## src/rtl/sequential_signed_divider_pkg.sv

```systemverilog
// Shared definitions for the sequential signed divider.
// Optional feature macro: SEQ_DIV_ZERO_DETECT_EN (early exit on a zero divisor).
package sequential_signed_divider_pkg;

  localparam int NUMBITS_DEF = 16;

  typedef logic [2:0] state_t;

  // Controller state encoding; any other code falls back to Idle.
  localparam state_t ST_IDLE  = 3'b000;
  localparam state_t ST_INPUT = 3'b001;
  localparam state_t ST_CALC  = 3'b010;
  localparam state_t ST_CORR  = 3'b011;
  localparam state_t ST_READY = 3'b100;

endpackage

```

## src/rtl/sequential_signed_divider_if.sv

```systemverilog
// Handshake and data bus of the sequential signed divider.
// Optional feature macro: SEQ_DIV_ZERO_DETECT_EN adds the div_by_zero flag.
interface sequential_signed_divider_if #(parameter int NUMBITS = 16);

  logic               start;
  logic [NUMBITS-1:0] dividend;
  logic [NUMBITS-1:0] divisor;
  logic [NUMBITS-1:0] quotient;
  logic [NUMBITS-1:0] remainder;
  logic               ready;
`ifdef SEQ_DIV_ZERO_DETECT_EN
  logic               div_by_zero;

  modport master (output start, dividend, divisor,
                  input  quotient, remainder, ready, div_by_zero);
  modport slave  (input  start, dividend, divisor,
                  output quotient, remainder, ready, div_by_zero);
`else
  modport master (output start, dividend, divisor,
                  input  quotient, remainder, ready);
  modport slave  (input  start, dividend, divisor,
                  output quotient, remainder, ready);
`endif

endinterface

```

## src/rtl/sequential_signed_divider_controller.sv

```systemverilog
// Sequencing FSM of the divider; drives the datapath enables.
// Optional feature macro: SEQ_DIV_ZERO_DETECT_EN (InputData -> Ready on zero divisor).
//
// state     | meaning
// ----------+-------------------------------------------------
// ST_IDLE   | waiting for start; operands captured on accept
// ST_INPUT  | clear partial remainder and iteration counter
// ST_CALC   | one restoring step per cycle, NUMBITS cycles
// ST_CORR   | apply result signs
// ST_READY  | results valid, ready pulse
module divider_controller
  import sequential_signed_divider_pkg::*;
(
  input  logic clk,
  input  logic reset,
  input  logic i_start,
  input  logic i_cnt_last,
`ifdef SEQ_DIV_ZERO_DETECT_EN
  input  logic i_zero,
`endif
  output logic o_accept,
  output logic o_load,
  output logic o_calc,
  output logic o_correct,
  output logic o_ready
);

  state_t r_state;
  state_t w_next;

  // State register, aborts any division on reset.
  always_ff @(posedge clk or negedge reset) begin
    if (!reset) r_state <= ST_IDLE;
    else        r_state <= w_next;
  end

  // Next-state decode.
  always_comb begin
    w_next = ST_IDLE;
    case (r_state)
      ST_IDLE:  w_next = i_start ? ST_INPUT : ST_IDLE;
`ifdef SEQ_DIV_ZERO_DETECT_EN
      ST_INPUT: w_next = i_zero ? ST_READY : ST_CALC;
`else
      ST_INPUT: w_next = ST_CALC;
`endif
      ST_CALC:  w_next = i_cnt_last ? ST_CORR : ST_CALC;
      ST_CORR:  w_next = ST_READY;
      ST_READY: w_next = ST_IDLE;
      default:  w_next = ST_IDLE;
    endcase
  end

  assign o_accept  = (r_state == ST_IDLE) && i_start;
  assign o_load    = (r_state == ST_INPUT);
  assign o_calc    = (r_state == ST_CALC);
  assign o_correct = (r_state == ST_CORR);
  assign o_ready   = (r_state == ST_READY);

endmodule

```

## src/rtl/sequential_signed_divider.sv

```systemverilog
// Restoring sequential signed divider, truncating toward zero.
// Optional feature macro: SEQ_DIV_ZERO_DETECT_EN (div_by_zero flag, early finish).
module sequential_signed_divider
  import sequential_signed_divider_pkg::*;
#(
  parameter int NUMBITS = NUMBITS_DEF
) (
  input logic clk,
  input logic reset,
  sequential_signed_divider_if.slave bus
);

  localparam int CW = (NUMBITS > 2) ? $clog2(NUMBITS) : 1;

  // r_dvd starts as the dividend magnitude and fills with quotient bits.
  logic [NUMBITS-1:0] r_dvd;
  logic [NUMBITS-1:0] r_dvsr;
  logic [NUMBITS-1:0] r_rem;
  logic               r_sign_dvd;
  logic               r_sign_q;
  logic [CW-1:0]      r_cnt;
  logic [NUMBITS-1:0] r_quot;
  logic [NUMBITS-1:0] r_remd;

  logic               w_accept, w_load, w_calc, w_correct, w_ready;
  logic               w_cnt_last;
  logic               w_zero;
  logic [NUMBITS:0]   w_shift;
  logic               w_ge;
  logic [NUMBITS-1:0] w_sub;
  logic [NUMBITS-1:0] w_rem_next;
  logic [NUMBITS-1:0] w_dvd_mag;
  logic [NUMBITS-1:0] w_dvsr_mag;

  // Magnitudes are unsigned, so |most-negative| is exact.
  assign w_dvd_mag  = bus.dividend[NUMBITS-1] ? -bus.dividend : bus.dividend;
  assign w_dvsr_mag = bus.divisor[NUMBITS-1]  ? -bus.divisor  : bus.divisor;

  assign w_zero     = (r_dvsr == '0);
  assign w_cnt_last = (r_cnt == CW'(NUMBITS - 1));
  assign w_shift    = {r_rem, r_dvd[NUMBITS-1]};
  assign w_ge       = (w_shift >= {1'b0, r_dvsr});
  assign w_sub      = w_shift[NUMBITS-1:0] - r_dvsr;
  assign w_rem_next = w_ge ? w_sub : w_shift[NUMBITS-1:0];

  divider_controller u_ctrl (
    .clk        (clk),
    .reset      (reset),
    .i_start    (bus.start),
    .i_cnt_last (w_cnt_last),
`ifdef SEQ_DIV_ZERO_DETECT_EN
    .i_zero     (w_zero),
`endif
    .o_accept   (w_accept),
    .o_load     (w_load),
    .o_calc     (w_calc),
    .o_correct  (w_correct),
    .o_ready    (w_ready)
  );

  // Working registers: capture on the start cycle, then iterate.
  // Operands are taken on accept so later bus changes cannot leak in.
  always_ff @(posedge clk or negedge reset) begin
    if (!reset) begin
      r_dvd      <= '0;
      r_dvsr     <= '0;
      r_rem      <= '0;
      r_sign_dvd <= 1'b0;
      r_sign_q   <= 1'b0;
      r_cnt      <= '0;
    end else if (w_accept) begin
      r_dvd      <= w_dvd_mag;
      r_dvsr     <= w_dvsr_mag;
      r_sign_dvd <= bus.dividend[NUMBITS-1];
      r_sign_q   <= bus.dividend[NUMBITS-1] ^ bus.divisor[NUMBITS-1];
    end else if (w_load) begin
      r_rem <= '0;
      r_cnt <= '0;
    end else if (w_calc) begin
      r_rem <= w_rem_next;
      r_dvd <= {r_dvd[NUMBITS-2:0], w_ge};
      r_cnt <= r_cnt + 1'b1;
    end
  end

  // Result registers hold from Ready until the next operation writes them.
  // A zero divisor forces all-ones so the sign fix cannot turn it into 1.
  always_ff @(posedge clk or negedge reset) begin
    if (!reset) begin
      r_quot <= '0;
      r_remd <= '0;
`ifdef SEQ_DIV_ZERO_DETECT_EN
    end else if (w_load && w_zero) begin
      r_quot <= '1;
      r_remd <= r_sign_dvd ? -r_dvd : r_dvd;
`endif
    end else if (w_correct) begin
      r_quot <= w_zero ? '1 : (r_sign_q ? -r_dvd : r_dvd);
      r_remd <= r_sign_dvd ? -r_rem : r_rem;
    end
  end

`ifdef SEQ_DIV_ZERO_DETECT_EN
  logic r_dbz;

  // Remember whether the current operation took the zero-divisor exit.
  always_ff @(posedge clk or negedge reset) begin
    if (!reset)      r_dbz <= 1'b0;
    else if (w_load) r_dbz <= w_zero;
  end

  assign bus.div_by_zero = w_ready & r_dbz;
`endif

  assign bus.quotient  = r_quot;
  assign bus.remainder = r_remd;
  assign bus.ready     = w_ready;

endmodule

```

## src/flat_wrapper.sv

```systemverilog
// flat-port wrapper written by rule: the top's interface ports become plain ports
module sequential_signed_divider_flat import sequential_signed_divider_pkg::*;
#(
  parameter int NUMBITS = NUMBITS_DEF
)
  (clk, reset, bus_start, bus_dividend, bus_divisor, bus_quotient, bus_remainder, bus_ready);
  sequential_signed_divider_if #(.NUMBITS(NUMBITS)) bus_i ();
  input logic clk;
  input logic reset;
  input wire logic [$bits(bus_i.start)-1:0] bus_start;
  input wire logic [$bits(bus_i.dividend)-1:0] bus_dividend;
  input wire logic [$bits(bus_i.divisor)-1:0] bus_divisor;
  output wire logic [$bits(bus_i.quotient)-1:0] bus_quotient;
  output wire logic [$bits(bus_i.remainder)-1:0] bus_remainder;
  output wire logic [$bits(bus_i.ready)-1:0] bus_ready;
  assign bus_i.start = bus_start;
  assign bus_i.dividend = bus_dividend;
  assign bus_i.divisor = bus_divisor;
  assign bus_quotient = bus_i.quotient;
  assign bus_remainder = bus_i.remainder;
  assign bus_ready = bus_i.ready;
  sequential_signed_divider #(.NUMBITS(NUMBITS)) u_core (.clk(clk), .reset(reset), .bus(bus_i));
endmodule
```

## config.mk

```make
export PLATFORM = sky130hd
export DESIGN_NAME = sequential_signed_divider_flat
export DESIGN_NICKNAME = d
export VERILOG_FILES = /design/src/rtl/sequential_signed_divider_pkg.sv /design/src/rtl/sequential_signed_divider_if.sv /design/src/rtl/sequential_signed_divider_controller.sv /design/src/rtl/sequential_signed_divider.sv /design/src/flat_wrapper.sv
export SDC_FILE = /design/constraint.sdc
export NUM_CORES = 1
export LEC_CHECK = 0
export ABC_AREA = 1
export BUFFER_PORTS_ARGS = -buffer_cell sky130_fd_sc_hd__buf_2
export CAP_MARGIN = 15
export CORE_MARGIN = 2
export CORE_UTILIZATION = 41
export DETAILED_ROUTE_END_ITERATION = 16
export GPL_TIMING_DRIVEN = 0
export PLACE_DENSITY = 0.58
export SKIP_CTS_REPAIR_TIMING = 1
export SLEW_MARGIN = 25
export SYNTH_ARGS = -nofsm -noshare
export SYNTH_HDL_FRONTEND = slang
export SYNTH_SLANG_ARGS = --single-unit
```

## constraint.sdc

```tcl
create_clock -name clk -period 4.5 [get_ports clk]
set_input_delay 0 -clock clk [delete_from_list [all_inputs] [get_ports clk]]
set_output_delay 0 -clock clk [all_outputs]
set_load 0.02 [all_outputs]
```

==> impl_results.md, run 1 <==
- Switching portion of total power: 51.01%
- Post-route setup slack: 2.174 ns
- Nets@finish: 1065
- Inst Count DP: 1177
- Vias post-DR: 5997
- Initial core utilization: 41.42%
- Pre-CTS setup slack: 2.226 ns
- Post-synth EDFFs: 0
- Clk buf depth: 2
- Worst min-delay path class: primary input to flop
- Clock group share of total power: 13.6%
- WHS: -0.01034 ns
- N_diodes: 0
- Minimum clock period after layout: 2.326 ns
- Core Box Area: 15030 um^2
- Clk slew on worst S/H paths: 0.07 ns
- Final Hold Vio Count: 2
- Vias in the first global route: 5773
- Slew headroom: 60.37%
- Sequential cell area fraction in the yosys report: 35.76%
- Unrepaired setup endpoints after global routing: no
- First-pass GRT wire length: 29460 um
- GPL Wtd Cong: 0.8617
- Initial DRC Count: 344
- Initial antenna violation count: 0
- Cell leakage power: 0.003694 uW
- Port Buffer Count: 65
- I/O Pins: 68
- Avg Inst Size Synth: 6.747 um^2
- VDD IR max: 254.4 uV
- CP Max Fanout: 10
- Syn. warnings: 0
- Routed wire per std cell: 14.51 um
- Total GRT Usage: 22.74%
- Vias per std cell: 4.993
- Drt first pass iters: 5
- FMAX: 429.8 MHz
- DR DRC count: 0
- Net Count, Synth: 980
- Failing checks: hold timing
- Clock Skew: 0.008072 ns
- Status: finished with violations
- Sw power: 2907 uW
- Unique masters post-synth: 45
- Clock Latency Late Sink: 0.35 ns
- Post-Syn Instances: 923
- Max cap viols: 0
- Die Y: 127.2 um
- Pwr/cell area: 790.8 nW/um^2
- Endpoints failing setup: 0
- Slew Limit Fails: 0
- HPWL Detailed: 13830 um
- Area growth syn-to-layout: 15.71%
- Cell area after layout: 7206 um^2
- Synth Register Bits: 89
- Largest net degree at the start of global routing: 46
- Most used DFF post-synth: dfrtp_1
- Setup Crit Path Kind: flop to flop
- Nature of the critical path endpoint: flop
- Detailed Route WL: 17430 um
- Std cell rows: 45
- Internal: 2791 uW
- Reg power frac: 26.0%
- Arrival @ worst endpoint: 2.55 ns
- Gate power share: 60.5%
- CP required: 4.73 ns
- H-tree level count: 3
- Width of the die: 127.2 um
- GRT overflow: 0
- Root Buffer: clkbuf_16
- Synth async-reset ratio: 100.0%
- CTS tree: yes
- Post-DP Area: 6822 um^2
- Number of routed nets with antenna violations: 0
- Setup TNS: 0 ns
- Layout cells sized above 1: 10.56%
- Die area: 16190 um^2
- Fin cells: 1201
- Slew @ Worst Pin: 0.5944 ns
- Clock net sink count: 89
- CTS buffer count: 9
- Worst Setup Start Kind: flop
- Cell area after synthesis: 6227 um^2
- Tcrit/Tclk final: 51.70%
per-stage QoR:
stage          power [uW]  hold slack [ns]  util, %
2_1_floorplan        3952          -0.2956        -
3_3_place_gp         4897           0.2646    45.15
3_5_place_dp         4923         -0.03357    45.38
4_1_cts              5724          -0.4052    47.40
5_1_grt              6300          0.02726    47.93
6_report             5698         -0.01034    47.93
power groups by stage:
| stage | logic, uW | clock network [uW] | registers, uW |
|---|---|---|---|
| 2_1_floorplan | 2390 | 0 | 1570 |
| 3_3_place_gp | 3400 | 0 | 1500 |
| 3_5_place_dp | 3430 | 0 | 1490 |
| 4_1_cts | 3450 | 795 | 1480 |
| 5_1_grt | 3950 | 823 | 1530 |
| 6_report | 3440 | 773 | 1480 |
state kept, by name (all words and copies together), names as in the netlist:
register               count
u_core.bus.remainder      16
u_core.bus.quotient       16
u_core.r_sign_q            1
u_core.r_dvd              16
u_core.r_dvsr             16
u_core.r_sign_dvd          1
u_core.u_ctrl.r_state      3
u_core.r_rem              16
u_core.r_cnt               4
worst max-delay path, cell delays in order, from the launching register on:
cell	delay [ns]
dfrtp_1	0.39
inv_1	0.17
ha_1	0.31
a21oi_1	0.26
nor2_1	0.07
nor2_1	0.10
nand2_1	0.10
nor2_4	0.24
nand2_4	0.12
buf_6	0.17
nor2_1	0.20
o22ai_1	0.10
per-layer routing:
layer  vias to the layer above  wire length, um  global-route usage [%]
li1                       3169                -                       -
met1                      2733             8531                   31.81
met2                        82             8233                   37.89
met3                        13              474                   3.308
met4                         0              187                   4.525
met5                         -                0                       0
final timing paths:
check	from	to	slack, ns	cells past startpoint
min in group asynchronous	reset	u_core.r_dvsr[8]$_DFFE_PN0P_	0.15	2
worst min register to register	u_core.bus.remainder[12]$_DFFE_PN0P_	u_core.bus.remainder[12]$_DFFE_PN0P_	0.47	2
worst max-delay path	u_core.r_dvsr[14]$_DFFE_PN0P_	u_core.r_dvd[0]$_DFFE_PN0P_	2.17	11
max in group asynchronous	reset	u_core.r_dvsr[6]$_DFFE_PN0P_	3.77	3
worst min-delay path	bus_dividend[0]	u_core.r_dvd[0]$_DFFE_PN0P_	-0.01	3
worst max register to register	u_core.r_dvsr[14]$_DFFE_PN0P_	u_core.r_dvd[0]$_DFFE_PN0P_	2.17	11
cell type report:
type / count / area [um^2]
well taps: 188 / 235.2
multi-input cells: 681 / 3408
clock inverters: 6 / 75.07
plain buffers: 25 / 111.4
fillers: 1596 / 7828
clock buffers: 10 / 229.0
inverters: 128 / 480.5
repair buffers: 74 / 439.2
flip-flops and latches: 89 / 2227
kinds of logic (layout without fill, tap and decap cells):
| logic type | Yosys count | after routing | synth area share [%] |
|---|---|---|---|
| simple gates | 496 | 496 | 34.40 |
| buf+inv | 153 | 243 | 9.504 |
| compound gates | 134 | 134 | 11.69 |
| flops | 89 | 89 | 35.76 |
| xor+xnor | 28 | 28 | 3.938 |
| fa+ha+maj | 22 | 22 | 4.541 |
| mux | 1 | 1 | 0.1607 |
cells in the final DEF, fill, tap and decap left out, drive strengths merged, types with 15 or more instances in the layout:
| master | n |
|---|---|
| ha | 21 |
| nand3 | 99 |
| nor2 | 85 |
| nor3 | 15 |
| inv | 127 |
| clkbuf | 26 |
| dfrtp | 89 |
| a21oi | 33 |
| nand2 | 268 |
| xor2 | 21 |
| o21ai | 75 |
| buf | 75 |
| nand4 | 16 |
cells in the mapped netlist, drive strengths merged (4+ instances only):
cell type,number,area [um^2]
a21oi,33,168.9
ha,21,262.8
a31oi,7,43.79
buf,9,51.30
xnor2,7,61.31
o31ai,4,30.03
nand3,99,500.5
o21ai,75,375.4
o22ai,5,31.28
nand2,268,1028
dfrtp,89,2227
xor2,21,183.9
nor2,85,336.6
nor3,15,91.34
or2,6,37.54
clkbuf,16,60.06
inv,125,469.2
nand4,16,100.1
(Power assumes the default switching activity.)
==> run 2: changes to the inputs <==
==> constraint.sdc (replaced) <==
create_clock -name clk -period 2.2 [get_ports clk]
set_input_delay 0 -clock clk [delete_from_list [all_inputs] [get_ports clk]]
set_output_delay 0 -clock clk [all_outputs]
set_load 0.02 [all_outputs]
==> run 2 against run 1 <==
The flow still finishes with violations (hold timing). Sequential power up 110%. Clock power up 110%. Power up 110%. Clock skew up 0.0011 ns. Setup slack worse by 2.1 ns. Count of clock-buffer cells in the layout unchanged. Final cell count up 0.50%. Final area up 3.1%. Die area unchanged. Register-to-register slack worse by 2.1 ns. Maximum frequency up 11%. Critical endpoint unchanged. Largest cell class unchanged.
==> impl_results.md, run 2 (synthesis results as in run 1) <==
- Pre-CTS setup slack: -0.07372 ns (-2.300 ns)
- Clock Latency Late Sink: 0.35 ns (about the same)
- Nets@finish: 1071 (+0.56%)
- Gate power share: 61.8% (+1.3 points)
- Cell leakage power: 0.003739 uW (+1.2%)
- Vias post-DR: 6053 (+0.93%)
- Commonest non-fill, non-tap cell in the layout: nand2_1
- Slew Limit Fails: 0 (unchanged)
- Met2 Track Usage GR: 37.89% (unchanged)
- Sw power: 6141 uW (+110%)
- Top cell by count, worst path: nand2_1
- Minimum clock period after layout: 2.093 ns (-0.2330 ns)
- Core Box Area: 15030 um^2 (unchanged)
- Clock group share of total power: 13.0% (-0.6 points)
- Detailed Route WL: 17730 um (+1.7%)
- Drt first pass iters: 5 (unchanged)
- Initial antenna violation count: 0 (unchanged)
- Initial DRC Count: 373 (+8.4%)
- H-tree level count: 3 (unchanged)
- Final Util: 49.44% (+1.5 points)
- Clk buf depth: 2 (unchanged)
- Die Y: 127.2 um (unchanged)
- Storage cell area: 2231 um^2 (+0.17%)
- Root Buffer: clkbuf_16
- FMAX: 477.7 MHz (+11%)
- Setup TNS: 0 ns (unchanged)
- Worst R2R Path Depth: 13 (+2)
- CTS buffer count: 9 (unchanged)
- Width of the die: 127.2 um (unchanged)
- CP Max Fanout: 10 (unchanged)
- Final total power: 12170 uW (+110%)
- Largest net degree at the start of global routing: 46 (unchanged)
- Slew headroom: 59.86% (-0.52 points)
- Switching portion of total power: 50.45% (-0.57 points)
- Number of routed nets with antenna violations: 0 (unchanged)
- Initial core utilization: 41.42% (unchanged)
- Slew @ Worst Pin: 0.6022 ns (+0.007754 ns)
- Port Buffer Count: 65 (unchanged)
- Crit-path cells: inv_1, ha_2, nand2_1, inv_1, nand2_1, nand2_1, nand2_1, nand2_1, nor2_4, nand2_4, buf_8, nor2_2, o22ai_1
- DR DRC count: 0 (unchanged)
- Pwr/cell area: 1638 nW/um^2 (+110%)
- I/O Pins: 68 (unchanged)
- Worst r2r src: u_core.r_dvsr[12]$_DFFE_PN0P_
- First-pass GRT wire length: 29460 um (unchanged)
- GRT overflow: 0 (unchanged)
- HPWL Detailed: 13830 um (unchanged)
- Vias per std cell: 5.015 (+0.43%)
- Reg power frac: 25.2% (-0.8 points)
- Arrival @ worst endpoint: 2.32 ns (-0.23 ns)
- WHS: -0.01097 ns (-0.0006365 ns)
- Status: finished with violations
- Tcrit/Tclk final: 95.16% (+43 points)
- Clock net sink count: 89 (unchanged)
- Total GRT Usage: 22.74% (unchanged)
- Hold Path Depth: 3 (unchanged)
- Worst Setup Start Kind: flop
- Multi-input logic area: 3573 um^2 (+4.8%)
- GPL Wtd Cong: 0.8617 (unchanged)
- Routed wire per std cell: 14.69 um (+1.2%)
- Failing checks: hold timing
- N_diodes: 0 (unchanged)
- Hold_sp: bus_dividend[0]
- Max incr delay on CP: 0.39 ns (about the same)
- CTS tree: yes
- Std cell rows: 45 (unchanged)
- VDD IR max: 515.6 uV (+100%)
- Max cap viols: 0 (unchanged)
- Setup Crit Path Kind: flop to flop
- Fill count: 1575 (-1.3%)
- Die area: 16190 um^2 (unchanged)
- Clk slew on worst S/H paths: 0.07 ns (about the same)
- Nature of the critical path endpoint: flop
- Most frequent cells in the layout: nand2_1, inv_1, nand3_1, dfrtp_1, nor2_1
- M1 GR Usage: 31.81% (unchanged)
- Layout cells sized above 1: 13.54% (+3.0 points)
- Crit-path slowest cell: dfrtp_1
- Internal: 6032 uW (+120%)
- Vias in the first global route: 5773 (unchanged)
- Endpoints failing setup: 0 (unchanged)
- Unrepaired setup endpoints after global routing: yes
- Worst min-delay path class: primary input to flop
- Post-route setup slack: 0.1066 ns (-2.067 ns)
- Clock Skew: 0.009191 ns (+0.001119 ns)
- GR Layer Usage met3: 3.308% (unchanged)
- Grt peak-use layer: met2
- CP required: 2.43 ns (-2.30 ns)
- Area growth syn-to-layout: 19.35%
- Worst setup path start: u_core.r_dvsr[12]$_DFFE_PN0P_
- Final Hold Vio Count: 2 (unchanged)
## run 2: cell types whose count changed in the layout (fill, tap and decap cells not counted), sizes merged
cell,before,now
buf,75,80
clkbuf,26,27
## run 2: worst max-delay path, delay by kind of cell (launching register included)
kind	cells	cell delay, ns
adders and majority gates	1	0.34
DFF	1	0.39
and+or+nand+nor	8	0.81
AOI/OAI and AO/OA	1	0.09
buffers and inverters	3	0.34
## run 2: layout make-up
cell class              instances  share of cell area [%]
well taps                     188                   3.165
repair buffers                 80                   6.515
clock inverters                 6                   1.010
multi-input cells             681                   48.08
flip-flops and latches         89                   30.02
inverters                     128                   6.465
clock buffers                  10                   3.081
plain buffers                  25                   1.667
## run 2: final timing paths
kind / end / slack (ns)
worst max-delay path: u_core.r_dvd[0]$_DFFE_PN0P_ / 0.11
worst min-delay path: u_core.r_dvd[0]$_DFFE_PN0P_ / -0.01
worst max register to register: u_core.r_dvd[0]$_DFFE_PN0P_ / 0.11
worst min register to register: u_core.bus.remainder[12]$_DFFE_PN0P_ / 0.48
max in group asynchronous: u_core.r_rem[1]$_DFFE_PN0P_ / 1.46
min in group asynchronous: u_core.r_dvsr[8]$_DFFE_PN0P_ / 0.15
## run 2: metal layers
metal	part of all wire [%]	vias up
met1	48	2762
met5	0	-
met2	47	106
met4	1.2	0
met3	3.2	13
li1	-	3172
## run 2: power groups by stage
stage                     clock network, uW  logic [uW]  registers [uW]
after global routing                   1680        8540            3170
after CTS                              1630        7050            3030
final                                  1590        7520            3070
after global placement                    0        6960            3060
after floorplan                           0        4880            3200
after detailed placement                  0        7010            3060
## run 2: through the flow
stage	instance area (um^2)	instances	hold WS (ns)
floorplan	6227	923	-0.2956
global placement	6788	1176	0.2646
detailed placement	6822	1177	-0.03357
CTS	7126	1193	-0.4052
global route	7432	1207	0.02726
finish	7432	1207	-0.01097
==> run 3: changes to the inputs <==
--- a/config.mk
+++ b/config.mk
@@ -11,7 +11,7 @@
 export CORE_MARGIN = 2
 export CORE_UTILIZATION = 41
 export DETAILED_ROUTE_END_ITERATION = 16
-export GPL_TIMING_DRIVEN = 0
+export GPL_TIMING_DRIVEN = 1
 export PLACE_DENSITY = 0.58
 export SKIP_CTS_REPAIR_TIMING = 1
 export SLEW_MARGIN = 25
==> run 3 against run 2 <==
The run still ends with hold timing left. Maximum frequency shrank 0.12%. Register-to-register slack about the same. Final cell count decreased by 0.41%. Sequential share of layout area about the same. Critical path type unchanged. Largest cell class unchanged.
==> impl_results.md, run 3 (synthesis results as in run 1) <==
- Drt first pass iters: 7 (+2)
- Clock group share of total power: 12.1% (-0.9 points)
- Initial DRC Count: 349 (-6.4%)
- First-pass GRT wire length: 28930 um (-1.8%)
- Inst Count DP: 1176 (-0.085%)
- Vias per std cell: 5.101 (+1.7%)
- Pwr/cell area: 1647 nW/um^2 (+0.54%)
- Hold Path Depth: 3 (unchanged)
- Endpoints failing setup: 0 (unchanged)
- Initial core utilization: 41.42% (unchanged)
- Minimum clock period after layout: 2.096 ns (+0.002499 ns)
- Gate power share: 63.1% (+1.3 points)
- Worst r2r src: u_core.r_rem[11]$_DFFE_PN0P_
- Clock Latency Late Sink: 0.35 ns (about the same)
- Max incr delay on CP: 0.45 ns (+0.06 ns)
- Flop2flop setup slack: 0.10 ns (about the same)
- VDD IR max: 549.2 uV (+6.5%)
- WHS: -0.03734 ns (-0.02637 ns)
- Slew Limit Fails: 0 (unchanged)
- Worst R2R Path Depth: 9 (-4)
- Root Buffer: clkbuf_16
- Worst min-delay path class: primary input to flop
- Reg power frac: 24.8% (-0.4 points)
- I/O Pins: 68 (unchanged)
- Slew @ Worst Pin: 0.5142 ns (-0.08793 ns)
- Vias post-DR: 6132 (+1.3%)
- Initial antenna violation count: 0 (unchanged)
- Vias in the first global route: 5809 (+0.62%)
- Crit-path slowest cell: dfrtp_1
- Clk slew on worst S/H paths: 0.07 ns (about the same)
- Total GRT Usage: 22.46% (-0.29 points)
- Number of routed nets with antenna violations: 0 (unchanged)
- CTS tree: yes
- CTS buffer count: 9 (unchanged)
- Post-DP Area: 6887 um^2 (+0.95%)
- N_diodes: 0 (unchanged)
- HPWL Detailed: 13660 um (-1.2%)
- Most frequent cells in the layout: nand2_1, inv_1, nand3_1, dfrtp_1, nor2_1
- Worst R2R End: u_core.r_rem[9]$_DFFE_PN0P_
- Slew headroom: 65.51% (+5.6 points)
- Status: finished with violations
- CP required: 2.45 ns (+0.02 ns)
- Nature of the critical path endpoint: flop
- Nets@finish: 1066 (-0.47%)
- Sw power: 6181 uW (+0.65%)
- Hold_sp: bus_divisor[4]
- Layout cells sized above 1: 14.69% (+1.2 points)
- Commonest non-fill, non-tap cell in the layout: nand2_1
- Final total power: 12220 uW (+0.35%)
- Clock Skew: 0.007672 ns (-0.001519 ns)
- Hold endpoint: u_core.r_dvsr[4]$_DFFE_PN0P_
- Crit-path cells: ha_2, nand2_1, nor2_1, and2_1, nand2_4, buf_4, nand3_1, nand3_1, o21ai_1
- Port Buffer Count: 67 (+3.1%)
- GRT overflow: 0 (unchanged)
- Core Box Area: 15030 um^2 (unchanged)
- Cell leakage power: 0.003774 uW (+0.96%)
- Switching portion of total power: 50.60% (+0.15 points)
- Largest net degree at the start of global routing: 40 (-13%)
- Width of the die: 127.2 um (unchanged)
- Setup Crit Path Kind: flop to flop
- GPL Wtd Cong: 0.9233 (+7.1%)
- Die area: 16190 um^2 (unchanged)
- Fin cells: 1202 (-0.41%)
- H-tree level count: 3 (unchanged)
- Tcrit/Tclk final: 95.27% (+0.11 points)
- Detailed Route WL: 17450 um (-1.6%)
- Clk buf depth: 2 (unchanged)
- Routed wire per std cell: 14.52 um (-1.2%)
- Top cell by count, worst path: nand3_1
- Area growth syn-to-layout: 19.13%
- Std cell rows: 45 (unchanged)
- Clock net sink count: 89 (unchanged)
- Final Hold Vio Count: 6 (+4)
- Cell area after layout: 7418 um^2 (-0.19%)
- FMAX: 477.1 MHz (-0.12%)
- Arrival @ worst endpoint: 2.35 ns (+0.03 ns)
- CP Max Fanout: 10 (unchanged)
- DR DRC count: 0 (unchanged)
- Internal: 6035 uW (about the same)
- Failing checks: hold timing
- Die Y: 127.2 um (unchanged)
- Worst Setup Start Kind: flop
- Max cap viols: 0 (unchanged)
==> run 3: worst max path at each step <==
stage	from	endpoint	slack (ns)	cells after the start
after global routing	u_core.r_rem[13]$_DFFE_PN0P_	u_core.r_rem[9]$_DFFE_PN0P_	-0.04	11
after detailed placement	u_core.r_dvd[15]$_DFFE_PN0P_	u_core.r_rem[6]$_DFFE_PN0P_	0.02	12
after CTS	u_core.r_dvd[15]$_DFFE_PN0P_	u_core.r_rem[6]$_DFFE_PN0P_	0.02	12
after floorplan	u_core.r_rem[1]$_DFFE_PN0P_	u_core.r_rem[6]$_DFFE_PN0P_	0.37	13
final	u_core.r_rem[11]$_DFFE_PN0P_	u_core.r_rem[9]$_DFFE_PN0P_	0.10	9
after global placement	u_core.r_dvd[15]$_DFFE_PN0P_	u_core.r_rem[6]$_DFFE_PN0P_	-0.01	12
==> run 3: cell type report <==
cell class	count	area [um^2]
fill	1573	7615
inverter	128	480.5
clock inverter	6	51.30
tap	188	235.2
clock buffer	10	229.0
sequential	89	2228
multi-input combinational	682	3563
timing repair buffer	99	630.6
==> run 3: per-stage QoR <==
stage | utilization (%) | hold slack (ns) | setup TNS [ns] | setup WS (ns)
2_1_floorplan | - | -0.2956 | 0 | 0.3672
3_3_place_gp | 45.81 | -0.04721 | -0.01081 | -0.01081
3_5_place_dp | 45.81 | -0.04234 | 0 | 0.02417
4_1_cts | 47.67 | -0.4172 | 0 | 0.02225
5_1_grt | 49.35 | 0.003055 | -0.1593 | -0.04012
6_report | 49.35 | -0.03734 | 0 | 0.1041
==> run 3: metal layers <==
| layer | wire (um) | track usage, % |
|---|---|---|
| met1 | 8268 | 30.67 |
| met4 | 348 | 6.787 |
| met5 | 0 | 0 |
| met3 | 705 | 3.518 |
| met2 | 8127 | 36.97 |
==> run 3: power by group through the flow <==
stage	logic (uW)	clock network, uW	registers, uW
6_report	7710	1480	3030
2_1_floorplan	4880	0	3200
4_1_cts	7230	1500	3000
5_1_grt	8720	1570	3130
3_3_place_gp	7190	0	3020
3_5_place_dp	7200	0	3030
==> run 3: worst max-delay path, delay by kind of cell, from the launching register on <==
family / cells / cell delay (ns)
AOI/OAI and AO/OA: 1 / 0.15
and+or+nand+nor: 6 / 0.79
DFF: 1 / 0.45
adders and majority gates: 1 / 0.42
buffers and inverters: 1 / 0.19
